[config.mk]
export PLATFORM = sky130hd
export DESIGN_NAME = axi_master_bridge_flat
export DESIGN_NICKNAME = d
export VERILOG_FILES = /design/src/rtl/axi_master_bridge_pkg.sv /design/src/rtl/axi_master_bridge_if.sv /design/src/rtl/axi_master_bridge.sv /design/src/flat_wrapper.sv
export SDC_FILE = /design/constraint.sdc
export NUM_CORES = 1
export LEC_CHECK = 0
export ABC_AREA = 1
export ABC_CLOCK_PERIOD_IN_PS = 3000
export CAP_MARGIN = 20
export CORE_MARGIN = 5
export CORE_UTILIZATION = 35
export CTS_CLUSTER_DIAMETER = 150
export DETAILED_ROUTE_END_ITERATION = 8
export GPL_TIMING_DRIVEN = 0
export PLACE_DENSITY = 0.78
export SETUP_SLACK_MARGIN = 0.1
export SLEW_MARGIN = 10
export SYNTH_ARGS = -nofsm -noshare
export SYNTH_HDL_FRONTEND = slang
export SYNTH_SLANG_ARGS = --single-unit
[constraint.sdc]
create_clock -name ACLK -period 3 [get_ports ACLK]
set_input_delay 0.45 -clock ACLK [delete_from_list [all_inputs] [get_ports ACLK]]
set_output_delay 0.45 -clock ACLK [all_outputs]
set_load 0.01 [all_outputs]
[src/rtl/axi_master_bridge_pkg.sv]
// Shared state encoding and AXI constants for the single-outstanding AXI master bridge.
// Width macros fall back to a 32-bit data/address profile when the AXI define header is absent.
`ifndef AXI_ADDR_BITS
`define AXI_ADDR_BITS 32
`endif
`ifndef AXI_DATA_BITS
`define AXI_DATA_BITS 32
`endif
`ifndef AXI_STRB_BITS
`define AXI_STRB_BITS 4
`endif
`ifndef AXI_LEN_BITS
`define AXI_LEN_BITS 8
`endif
`ifndef AXI_ID_BITS
`define AXI_ID_BITS 4
`endif

package axi_master_bridge_pkg;

    typedef enum logic [2:0] {
        ST_IDLE = 3'd0,
        ST_AR   = 3'd1,
        ST_R    = 3'd2,
        ST_AW   = 3'd3,
        ST_W    = 3'd4,
        ST_B    = 3'd5,
        ST_DONE = 3'd6
    } state_t;

    localparam logic [2:0] SIZE_WORD   = 3'b010;
    localparam logic [1:0] BURST_INCR  = 2'b01;
    localparam logic [1:0] RESP_OKAY   = 2'b00;
    localparam logic [1:0] RESP_SLVERR = 2'b10;
    localparam logic [1:0] RESP_DECERR = 2'b11;

endpackage

[src/rtl/axi_master_bridge_if.sv]
// AXI4 AR/R/AW/W/B signal bundle between the master bridge and the interconnect.
// Handshake: a transfer happens on a rising clock edge where VALID and READY are both high;
// VALID never waits on READY, and VALID plus its payload stay stable until that edge.
interface axi_master_bridge_if;

    logic [`AXI_ID_BITS-1:0]   ARID_M;
    logic [`AXI_ADDR_BITS-1:0] ARADDR_M;
    logic [`AXI_LEN_BITS-1:0]  ARLEN_M;
    logic [2:0]                ARSIZE_M;
    logic [1:0]                ARBURST_M;
    logic                      ARVALID_M;
    logic                      ARREADY_M;

    logic [`AXI_ID_BITS-1:0]   RID_M;
    logic [`AXI_DATA_BITS-1:0] RDATA_M;
    logic [1:0]                RRESP_M;
    logic                      RLAST_M;
    logic                      RVALID_M;
    logic                      RREADY_M;

    logic [`AXI_ID_BITS-1:0]   AWID_M;
    logic [`AXI_ADDR_BITS-1:0] AWADDR_M;
    logic [`AXI_LEN_BITS-1:0]  AWLEN_M;
    logic [2:0]                AWSIZE_M;
    logic [1:0]                AWBURST_M;
    logic                      AWVALID_M;
    logic                      AWREADY_M;

    logic [`AXI_DATA_BITS-1:0] WDATA_M;
    logic [`AXI_STRB_BITS-1:0] WSTRB_M;
    logic                      WLAST_M;
    logic                      WVALID_M;
    logic                      WREADY_M;

    logic [`AXI_ID_BITS-1:0]   BID_M;
    logic [1:0]                BRESP_M;
    logic                      BVALID_M;
    logic                      BREADY_M;

    modport master (
        output ARID_M, ARADDR_M, ARLEN_M, ARSIZE_M, ARBURST_M, ARVALID_M,
        input  ARREADY_M,
        input  RID_M, RDATA_M, RRESP_M, RLAST_M, RVALID_M,
        output RREADY_M,
        output AWID_M, AWADDR_M, AWLEN_M, AWSIZE_M, AWBURST_M, AWVALID_M,
        input  AWREADY_M,
        output WDATA_M, WSTRB_M, WLAST_M, WVALID_M,
        input  WREADY_M,
        input  BID_M, BRESP_M, BVALID_M,
        output BREADY_M
    );

    modport slave (
        input  ARID_M, ARADDR_M, ARLEN_M, ARSIZE_M, ARBURST_M, ARVALID_M,
        output ARREADY_M,
        output RID_M, RDATA_M, RRESP_M, RLAST_M, RVALID_M,
        input  RREADY_M,
        input  AWID_M, AWADDR_M, AWLEN_M, AWSIZE_M, AWBURST_M, AWVALID_M,
        output AWREADY_M,
        input  WDATA_M, WSTRB_M, WLAST_M, WVALID_M,
        output WREADY_M,
        output BID_M, BRESP_M, BVALID_M,
        input  BREADY_M
    );

endinterface

[src/rtl/axi_master_bridge.sv]
// Single-outstanding AXI4 master turning CPU read/write requests (1-4 beat INCR) into AXI bursts.
// Define AXI_MASTER_RESP_CHECK_EN to report RRESP/BRESP errors and short/long read bursts on cpu_err.
module axi_master_bridge
    import axi_master_bridge_pkg::*;
#(
    parameter int unsigned MASTER_ID = 0,
    parameter int unsigned MAX_BURST = 4
) (
    input  logic                      ACLK,
    input  logic                      ARESET,
    input  logic                      cpu_req,
    input  logic                      cpu_we,
    input  logic [`AXI_ADDR_BITS-1:0] cpu_addr,
    input  logic [`AXI_LEN_BITS-1:0]  cpu_len,
    input  logic [`AXI_DATA_BITS-1:0] cpu_wdata,
    input  logic [`AXI_STRB_BITS-1:0] cpu_wstrb,
    output logic                      cpu_wnext,
    output logic [`AXI_DATA_BITS-1:0] cpu_rdata,
    output logic                      cpu_rvalid,
    output logic                      cpu_busy,
    output logic                      cpu_done,
    output logic                      cpu_err,
    axi_master_bridge_if.master       axi,
    output state_t                    dbg_state
);

    localparam int LEN_W = `AXI_LEN_BITS;
    localparam int ID_W  = `AXI_ID_BITS;
    localparam logic [ID_W-1:0] ID_VAL   = ID_W'(MASTER_ID);
    localparam logic [2:0]      BEAT_MAX = 3'(MAX_BURST);

    state_t                    state, state_nxt;
    logic [`AXI_ADDR_BITS-1:0] addr_q;
    logic [LEN_W-1:0]          len_q;
    logic [2:0]                beat_cnt;
    logic                      err_q;
    logic                      oversize, w_last, r_hs, w_hs, b_hs;

    assign oversize = 32'(cpu_len) >= MAX_BURST;
    assign w_last   = (LEN_W'(beat_cnt) == len_q);
    assign r_hs     = (state == ST_R) && axi.RVALID_M;
    assign w_hs     = (state == ST_W) && axi.WREADY_M;
    assign b_hs     = (state == ST_B) && axi.BVALID_M;

    assign dbg_state = state;
    assign cpu_busy  = (state != ST_IDLE);
    assign cpu_done  = (state == ST_DONE);
    assign cpu_err   = (state == ST_DONE) && err_q;

    always_comb begin
        state_nxt     = state;
        axi.ARID_M    = '0;
        axi.ARADDR_M  = '0;
        axi.ARLEN_M   = '0;
        axi.ARSIZE_M  = '0;
        axi.ARBURST_M = '0;
        axi.ARVALID_M = 1'b0;
        axi.RREADY_M  = 1'b0;
        axi.AWID_M    = '0;
        axi.AWADDR_M  = '0;
        axi.AWLEN_M   = '0;
        axi.AWSIZE_M  = '0;
        axi.AWBURST_M = '0;
        axi.AWVALID_M = 1'b0;
        axi.WDATA_M   = '0;
        axi.WSTRB_M   = '0;
        axi.WLAST_M   = 1'b0;
        axi.WVALID_M  = 1'b0;
        axi.BREADY_M  = 1'b0;
        cpu_wnext     = 1'b0;
        case (state)
            ST_IDLE: if (cpu_req) state_nxt = oversize ? ST_DONE : (cpu_we ? ST_AW : ST_AR);
            ST_AR: begin
                axi.ARID_M    = ID_VAL;
                axi.ARADDR_M  = addr_q;
                axi.ARLEN_M   = len_q;
                axi.ARSIZE_M  = SIZE_WORD;
                axi.ARBURST_M = BURST_INCR;
                axi.ARVALID_M = 1'b1;
                if (axi.ARREADY_M) state_nxt = ST_R;
            end
            ST_R: begin
                axi.RREADY_M = 1'b1;
                if (axi.RVALID_M && axi.RLAST_M) state_nxt = ST_DONE;
            end
            ST_AW: begin
                axi.AWID_M    = ID_VAL;
                axi.AWADDR_M  = addr_q;
                axi.AWLEN_M   = len_q;
                axi.AWSIZE_M  = SIZE_WORD;
                axi.AWBURST_M = BURST_INCR;
                axi.AWVALID_M = 1'b1;
                if (axi.AWREADY_M) state_nxt = ST_W;
            end
            ST_W: begin
                // Write data is not buffered: the CPU holds the beat until cpu_wnext.
                axi.WVALID_M = 1'b1;
                axi.WDATA_M  = cpu_wdata;
                axi.WSTRB_M  = cpu_wstrb;
                axi.WLAST_M  = w_last;
                cpu_wnext    = axi.WREADY_M;
                if (axi.WREADY_M && w_last) state_nxt = ST_B;
            end
            ST_B: begin
                axi.BREADY_M = 1'b1;
                if (axi.BVALID_M) state_nxt = ST_DONE;
            end
            ST_DONE: state_nxt = ST_IDLE;
            default: state_nxt = ST_IDLE;
        endcase
    end

    always_ff @(posedge ACLK or posedge ARESET) begin
        if (ARESET) begin
            state      <= ST_IDLE;
            addr_q     <= '0;
            len_q      <= '0;
            beat_cnt   <= '0;
            err_q      <= 1'b0;
            cpu_rdata  <= '0;
            cpu_rvalid <= 1'b0;
        end else begin
            state      <= state_nxt;
            cpu_rvalid <= r_hs;
            if (r_hs) cpu_rdata <= axi.RDATA_M;
            case (state)
                ST_IDLE: begin
                    beat_cnt <= '0;
                    err_q    <= cpu_req && oversize;
                    if (cpu_req && !oversize) begin
                        addr_q <= cpu_addr;
                        len_q  <= cpu_len;
                    end
                end
                ST_R: if (r_hs) begin
                    if (beat_cnt != BEAT_MAX) beat_cnt <= beat_cnt + 3'd1;
`ifdef AXI_MASTER_RESP_CHECK_EN
                    // beat_cnt still counts the beats before this one, so RLAST expects it to equal len.
                    if ((axi.RRESP_M != RESP_OKAY) || (axi.RLAST_M && (LEN_W'(beat_cnt) != len_q)))
                        err_q <= 1'b1;
`endif
                end
                ST_W: if (w_hs && (beat_cnt != BEAT_MAX)) beat_cnt <= beat_cnt + 3'd1;
`ifdef AXI_MASTER_RESP_CHECK_EN
                ST_B: if (b_hs && (axi.BRESP_M != RESP_OKAY)) err_q <= 1'b1;
`endif
                default: ;
            endcase
        end
    end

`ifndef AXI_MASTER_RESP_CHECK_EN
    logic unused_resp;
    assign unused_resp = ^{axi.RRESP_M, axi.BRESP_M, b_hs};
`endif
    logic unused_ids;
    assign unused_ids = ^{axi.RID_M, axi.BID_M};

endmodule

[src/flat_wrapper.sv]
// flat-port wrapper written by rule: the top's interface ports become plain ports
module axi_master_bridge_flat import axi_master_bridge_pkg::*;
#(
    parameter int unsigned MASTER_ID = 0,
    parameter int unsigned MAX_BURST = 4
)
  (ACLK, ARESET, cpu_req, cpu_we, cpu_addr, cpu_len, cpu_wdata, cpu_wstrb, cpu_wnext, cpu_rdata, cpu_rvalid, cpu_busy, cpu_done, cpu_err, dbg_state, axi_ARID_M, axi_ARADDR_M, axi_ARLEN_M, axi_ARSIZE_M, axi_ARBURST_M, axi_ARVALID_M, axi_ARREADY_M, axi_RID_M, axi_RDATA_M, axi_RRESP_M, axi_RLAST_M, axi_RVALID_M, axi_RREADY_M, axi_AWID_M, axi_AWADDR_M, axi_AWLEN_M, axi_AWSIZE_M, axi_AWBURST_M, axi_AWVALID_M, axi_AWREADY_M, axi_WDATA_M, axi_WSTRB_M, axi_WLAST_M, axi_WVALID_M, axi_WREADY_M, axi_BID_M, axi_BRESP_M, axi_BVALID_M, axi_BREADY_M);
  axi_master_bridge_if axi_i ();
  input  logic ACLK;
  input  logic ARESET;
  input  logic cpu_req;
  input  logic cpu_we;
  input  logic [`AXI_ADDR_BITS-1:0] cpu_addr;
  input  logic [`AXI_LEN_BITS-1:0] cpu_len;
  input  logic [`AXI_DATA_BITS-1:0] cpu_wdata;
  input  logic [`AXI_STRB_BITS-1:0] cpu_wstrb;
  output logic cpu_wnext;
  output logic [`AXI_DATA_BITS-1:0] cpu_rdata;
  output logic cpu_rvalid;
  output logic cpu_busy;
  output logic cpu_done;
  output logic cpu_err;
  output state_t dbg_state;
  output wire logic [$bits(axi_i.ARID_M)-1:0] axi_ARID_M;
  output wire logic [$bits(axi_i.ARADDR_M)-1:0] axi_ARADDR_M;
  output wire logic [$bits(axi_i.ARLEN_M)-1:0] axi_ARLEN_M;
  output wire logic [$bits(axi_i.ARSIZE_M)-1:0] axi_ARSIZE_M;
  output wire logic [$bits(axi_i.ARBURST_M)-1:0] axi_ARBURST_M;
  output wire logic [$bits(axi_i.ARVALID_M)-1:0] axi_ARVALID_M;
  input wire logic [$bits(axi_i.ARREADY_M)-1:0] axi_ARREADY_M;
  input wire logic [$bits(axi_i.RID_M)-1:0] axi_RID_M;
  input wire logic [$bits(axi_i.RDATA_M)-1:0] axi_RDATA_M;
  input wire logic [$bits(axi_i.RRESP_M)-1:0] axi_RRESP_M;
  input wire logic [$bits(axi_i.RLAST_M)-1:0] axi_RLAST_M;
  input wire logic [$bits(axi_i.RVALID_M)-1:0] axi_RVALID_M;
  output wire logic [$bits(axi_i.RREADY_M)-1:0] axi_RREADY_M;
  output wire logic [$bits(axi_i.AWID_M)-1:0] axi_AWID_M;
  output wire logic [$bits(axi_i.AWADDR_M)-1:0] axi_AWADDR_M;
  output wire logic [$bits(axi_i.AWLEN_M)-1:0] axi_AWLEN_M;
  output wire logic [$bits(axi_i.AWSIZE_M)-1:0] axi_AWSIZE_M;
  output wire logic [$bits(axi_i.AWBURST_M)-1:0] axi_AWBURST_M;
  output wire logic [$bits(axi_i.AWVALID_M)-1:0] axi_AWVALID_M;
  input wire logic [$bits(axi_i.AWREADY_M)-1:0] axi_AWREADY_M;
  output wire logic [$bits(axi_i.WDATA_M)-1:0] axi_WDATA_M;
  output wire logic [$bits(axi_i.WSTRB_M)-1:0] axi_WSTRB_M;
  output wire logic [$bits(axi_i.WLAST_M)-1:0] axi_WLAST_M;
  output wire logic [$bits(axi_i.WVALID_M)-1:0] axi_WVALID_M;
  input wire logic [$bits(axi_i.WREADY_M)-1:0] axi_WREADY_M;
  input wire logic [$bits(axi_i.BID_M)-1:0] axi_BID_M;
  input wire logic [$bits(axi_i.BRESP_M)-1:0] axi_BRESP_M;
  input wire logic [$bits(axi_i.BVALID_M)-1:0] axi_BVALID_M;
  output wire logic [$bits(axi_i.BREADY_M)-1:0] axi_BREADY_M;
  assign axi_ARID_M = axi_i.ARID_M;
  assign axi_ARADDR_M = axi_i.ARADDR_M;
  assign axi_ARLEN_M = axi_i.ARLEN_M;
  assign axi_ARSIZE_M = axi_i.ARSIZE_M;
  assign axi_ARBURST_M = axi_i.ARBURST_M;
  assign axi_ARVALID_M = axi_i.ARVALID_M;
  assign axi_i.ARREADY_M = axi_ARREADY_M;
  assign axi_i.RID_M = axi_RID_M;
  assign axi_i.RDATA_M = axi_RDATA_M;
  assign axi_i.RRESP_M = axi_RRESP_M;
  assign axi_i.RLAST_M = axi_RLAST_M;
  assign axi_i.RVALID_M = axi_RVALID_M;
  assign axi_RREADY_M = axi_i.RREADY_M;
  assign axi_AWID_M = axi_i.AWID_M;
  assign axi_AWADDR_M = axi_i.AWADDR_M;
  assign axi_AWLEN_M = axi_i.AWLEN_M;
  assign axi_AWSIZE_M = axi_i.AWSIZE_M;
  assign axi_AWBURST_M = axi_i.AWBURST_M;
  assign axi_AWVALID_M = axi_i.AWVALID_M;
  assign axi_i.AWREADY_M = axi_AWREADY_M;
  assign axi_WDATA_M = axi_i.WDATA_M;
  assign axi_WSTRB_M = axi_i.WSTRB_M;
  assign axi_WLAST_M = axi_i.WLAST_M;
  assign axi_WVALID_M = axi_i.WVALID_M;
  assign axi_i.WREADY_M = axi_WREADY_M;
  assign axi_i.BID_M = axi_BID_M;
  assign axi_i.BRESP_M = axi_BRESP_M;
  assign axi_i.BVALID_M = axi_BVALID_M;
  assign axi_BREADY_M = axi_i.BREADY_M;
  axi_master_bridge #(.MASTER_ID(MASTER_ID), .MAX_BURST(MAX_BURST)) u_core (.ACLK(ACLK), .ARESET(ARESET), .cpu_req(cpu_req), .cpu_we(cpu_we), .cpu_addr(cpu_addr), .cpu_len(cpu_len), .cpu_wdata(cpu_wdata), .cpu_wstrb(cpu_wstrb), .cpu_wnext(cpu_wnext), .cpu_rdata(cpu_rdata), .cpu_rvalid(cpu_rvalid), .cpu_busy(cpu_busy), .cpu_done(cpu_done), .cpu_err(cpu_err), .axi(axi_i), .dbg_state(dbg_state));
endmodule
==> metrics.md <==
| Metric | Value |
|---|---|
| Status | complete, no violations |
| Largest net degree at the start of global routing | 54 |
| Crit end category | output pin |
| Arrival @ worst endpoint | 2.31 ns |
| Final ANT Viol Nets | 0 |
| CTS Hold Bufs | 0 |
| Minimum clock period | 2.76 ns |
| Layout area overhead | 79.3% |
| Placed cell count | 1039 |
| Worst r2r path cells | 7 |
| FP Rows | 40 |
| Port-buffer cells | 283 |
| Final setup viols | 0 |
| Critical Path Start Type | register |
| Clk buf depth | 2 |
| Pins Over Slew Limit | 0 |
| Kind of critical path | register to output pin |
| Final HPWL DP | 12.6 mm |
| Diode count | 0 |
| DIE AREA | 14600 sq um |
| Initial Util | 35.8% |
| WP data required | 2.55 ns |
| Yosys warns | 0 |
| Synth Register Bits | 80 |
| Root Buffer Master | clkbuf_16 |
| Remaining DRCs | 0 |
| Nets | 1040 |
| RSZ-0062 raised after global routing | no |
| Die height | 121 um |
| Routed wire length | 15.3 mm |
| First-pass DRT Iterations | 5 |
| IO Pins | 310 |
| Worst slack, placed | 0.117 ns |
| Vias/cell | 4.35 |
| Area after DPL | 7400 sq um |
| Total CTS buffers | 9 |
| FF-to-FF setup slack | 1.35 ns |
| Type of the most critical hold path | input port to asynchronous set/reset pin |
| PnR worst setup slack | 0.237 ns |
| Clk Latency, worst-skew pair | 0.32 ns |
| Max H-tree Level | 3 |
| GPL Wtd Cong | 0.817 |
| Synth unique cells | 23 |
| Max Cap Viol | 0 |
| Antenna violations before repair | 0 |
| CP max FO | 10 |
| Via Count | 4611 |
| Core Region | 12000 sq um |
| Post-synthesis sequential area ratio | 46.5% |
| GRT overflow | 0 |
| Chip width | 121 um |
| Post-Syn Area per Cell | 7.24 sq um |
| Max VDD drop | 315 uV |
| Vias in the first global route | 4704 |
| Hold Vio Cnt, Final | 0 |
| Drt wl/cell | 14.5 um |
| Worst r2r src | u_core.dbg_state[2] |
| Worst r2r dst | u_core.cpu_rdata[24] |
| PwrDens | 739 nW/um^2 |
| Clock tree from TritonCTS | done |
| Final worst path period share | 92.1% |
| Total track usage | 20.4% |
| Fmax | 0.362 GHz |
| First-pass GRT wire length | 23.9 mm |
| Leak | 3.87 nW |
| Post-synthesis cell count | 595 |
| Initial drt markers | 263 |
| Layout cells sized above 1 | 11.1% |
| CTS sink count | 80 |
| Skew final | 0.00458 ns |
| Clk pin slew, worst setup/hold paths | 0.06 ns |
| Post-route design area | 7720 sq um |
| Synthesized area | 4310 sq um |
| Final Non-Filler Cells | 1059 |
==> cells in the final DEF, fill, tap and decap left out, drive strengths merged <==
| cell | n |
|---|---|
| nor3b | 1 |
| nor2 | 146 |
| ha | 3 |
| conb | 14 |
| or2 | 1 |
| clkinv | 3 |
| o21ai | 39 |
| clkinvlp | 2 |
| nand3b | 1 |
| clkdlybuf4s50 | 283 |
| buf | 44 |
| inv | 96 |
| a21oi | 3 |
| dfrtp | 80 |
| nand2 | 167 |
| clkbuf | 16 |
| nand3 | 13 |
==> registers in the layout, summed over array words and instances, names as in the netlist <==
signal / flops
u_core.len_q: 8
u_core.addr_q: 32
u_core.cpu_rdata: 32
u_core.err_q: 1
u_core.dbg_state: 3
u_core.beat_cnt: 3
u_core.cpu_rvalid: 1
==> worst max-delay path: stages (launching register included) <==
cell and delay (ns):
dfrtp_2 0.48, nor2_4 0.16, inv_1 0.09, nor2_4 0.14, inv_2 0.06, buf_2 0.18, buf_2 0.20, nor2_1 0.13
clkdlybuf4s50_1 0.56
==> worst max-delay path by stage <==
stage | cells past startpoint | end | startpoint
6_report | 8 | axi_WDATA_M[17] | u_core.dbg_state[1]
5_1_grt | 8 | axi_WDATA_M[19] | u_core.dbg_state[1]
4_1_cts | 6 | axi_AWADDR_M[4] | u_core.dbg_state[0]
3_5_place_dp | 6 | axi_AWADDR_M[4] | u_core.dbg_state[1]
3_3_place_gp | 2 | u_core.addr_q[21] | ARESET
2_1_floorplan | 1 | u_core.addr_q[0] | ARESET
==> cells in the mapped netlist, drive strengths merged <==
master	instances	area (sq um)
nand2	167	637
nor2	146	576
inv	96	360
dfrtp	80	2000
buf	39	284
o21ai	39	285
nand3	13	65.1
clkbuf	5	18.8
a21oi	3	15.0
ha	3	37.5
conb	1	3.75
nand3b	1	7.51
nor3b	1	7.51
or2	1	6.26
==> power breakdown <==
part | internal [mW] | switching [mW] | leakage [nW]
registers | 1.46 | 0.211 | 0.881
logic | 1.55 | 1.50 | 2.86
clock network | 0.559 | 0.412 | 0.126
total | 3.58 | 2.13 | 3.87
==> through the flow <==
| step | setup TNS [ns] | util, % | power, mW | hold WS, ns |
|---|---|---|---|---|
| after detailed placement | 0 | 61.6 | 4.71 | 0.458 |
| after global placement | -69.81 | 61.4 | 4.65 | 0.452 |
| after CTS | 0 | 63.9 | 5.72 | 0.471 |
| after global routing | 0 | 64.3 | 6.13 | 0.493 |
| final | 0 | 64.3 | 5.70 | 0.468 |
| after floorplan | 0 | - | 3.05 | 0.481 |
==> cells by family (layout without fill, tap and decap cells) <==
logic type / count (synthesis) / after routing / synth area share (%)
and+or+nand+nor: 329 / 329 / 30.2
AOI/OAI and AO/OA: 42 / 42 / 6.97
other: 1 / 14 / 0.0871
DFF: 80 / 80 / 46.5
buffers and inverters: 140 / 444 / 15.4
adders and majority gates: 3 / 3 / 0.872
==> final cells by class <==
type,instances,area (sq um)
Sequential cell,80,2010
Buffer,44,304
Clock inverter,5,33.8
Inverter,96,363
Tap cell,147,184
Multi-Input combinational cell,388,1700
Fill cell,1054,4290
Clock buffer,11,233
Timing Repair Buffer,288,2890
==> timing repair <==
action | CTS | global route
setup endpoints to repair | 65 | 42
pin swaps | 0 | 1
gates resized for setup | 4 | 5
setup buffers | 0 | 4
==> metal layers <==
layer | track usage [%] | share of wire (%)
met5 | 0 | 0
met4 | 4.04 | 1.2
met2 | 34.4 | 48
met3 | 6.90 | 8.8
met1 | 25.6 | 42
(Power assumes the default switching activity.)
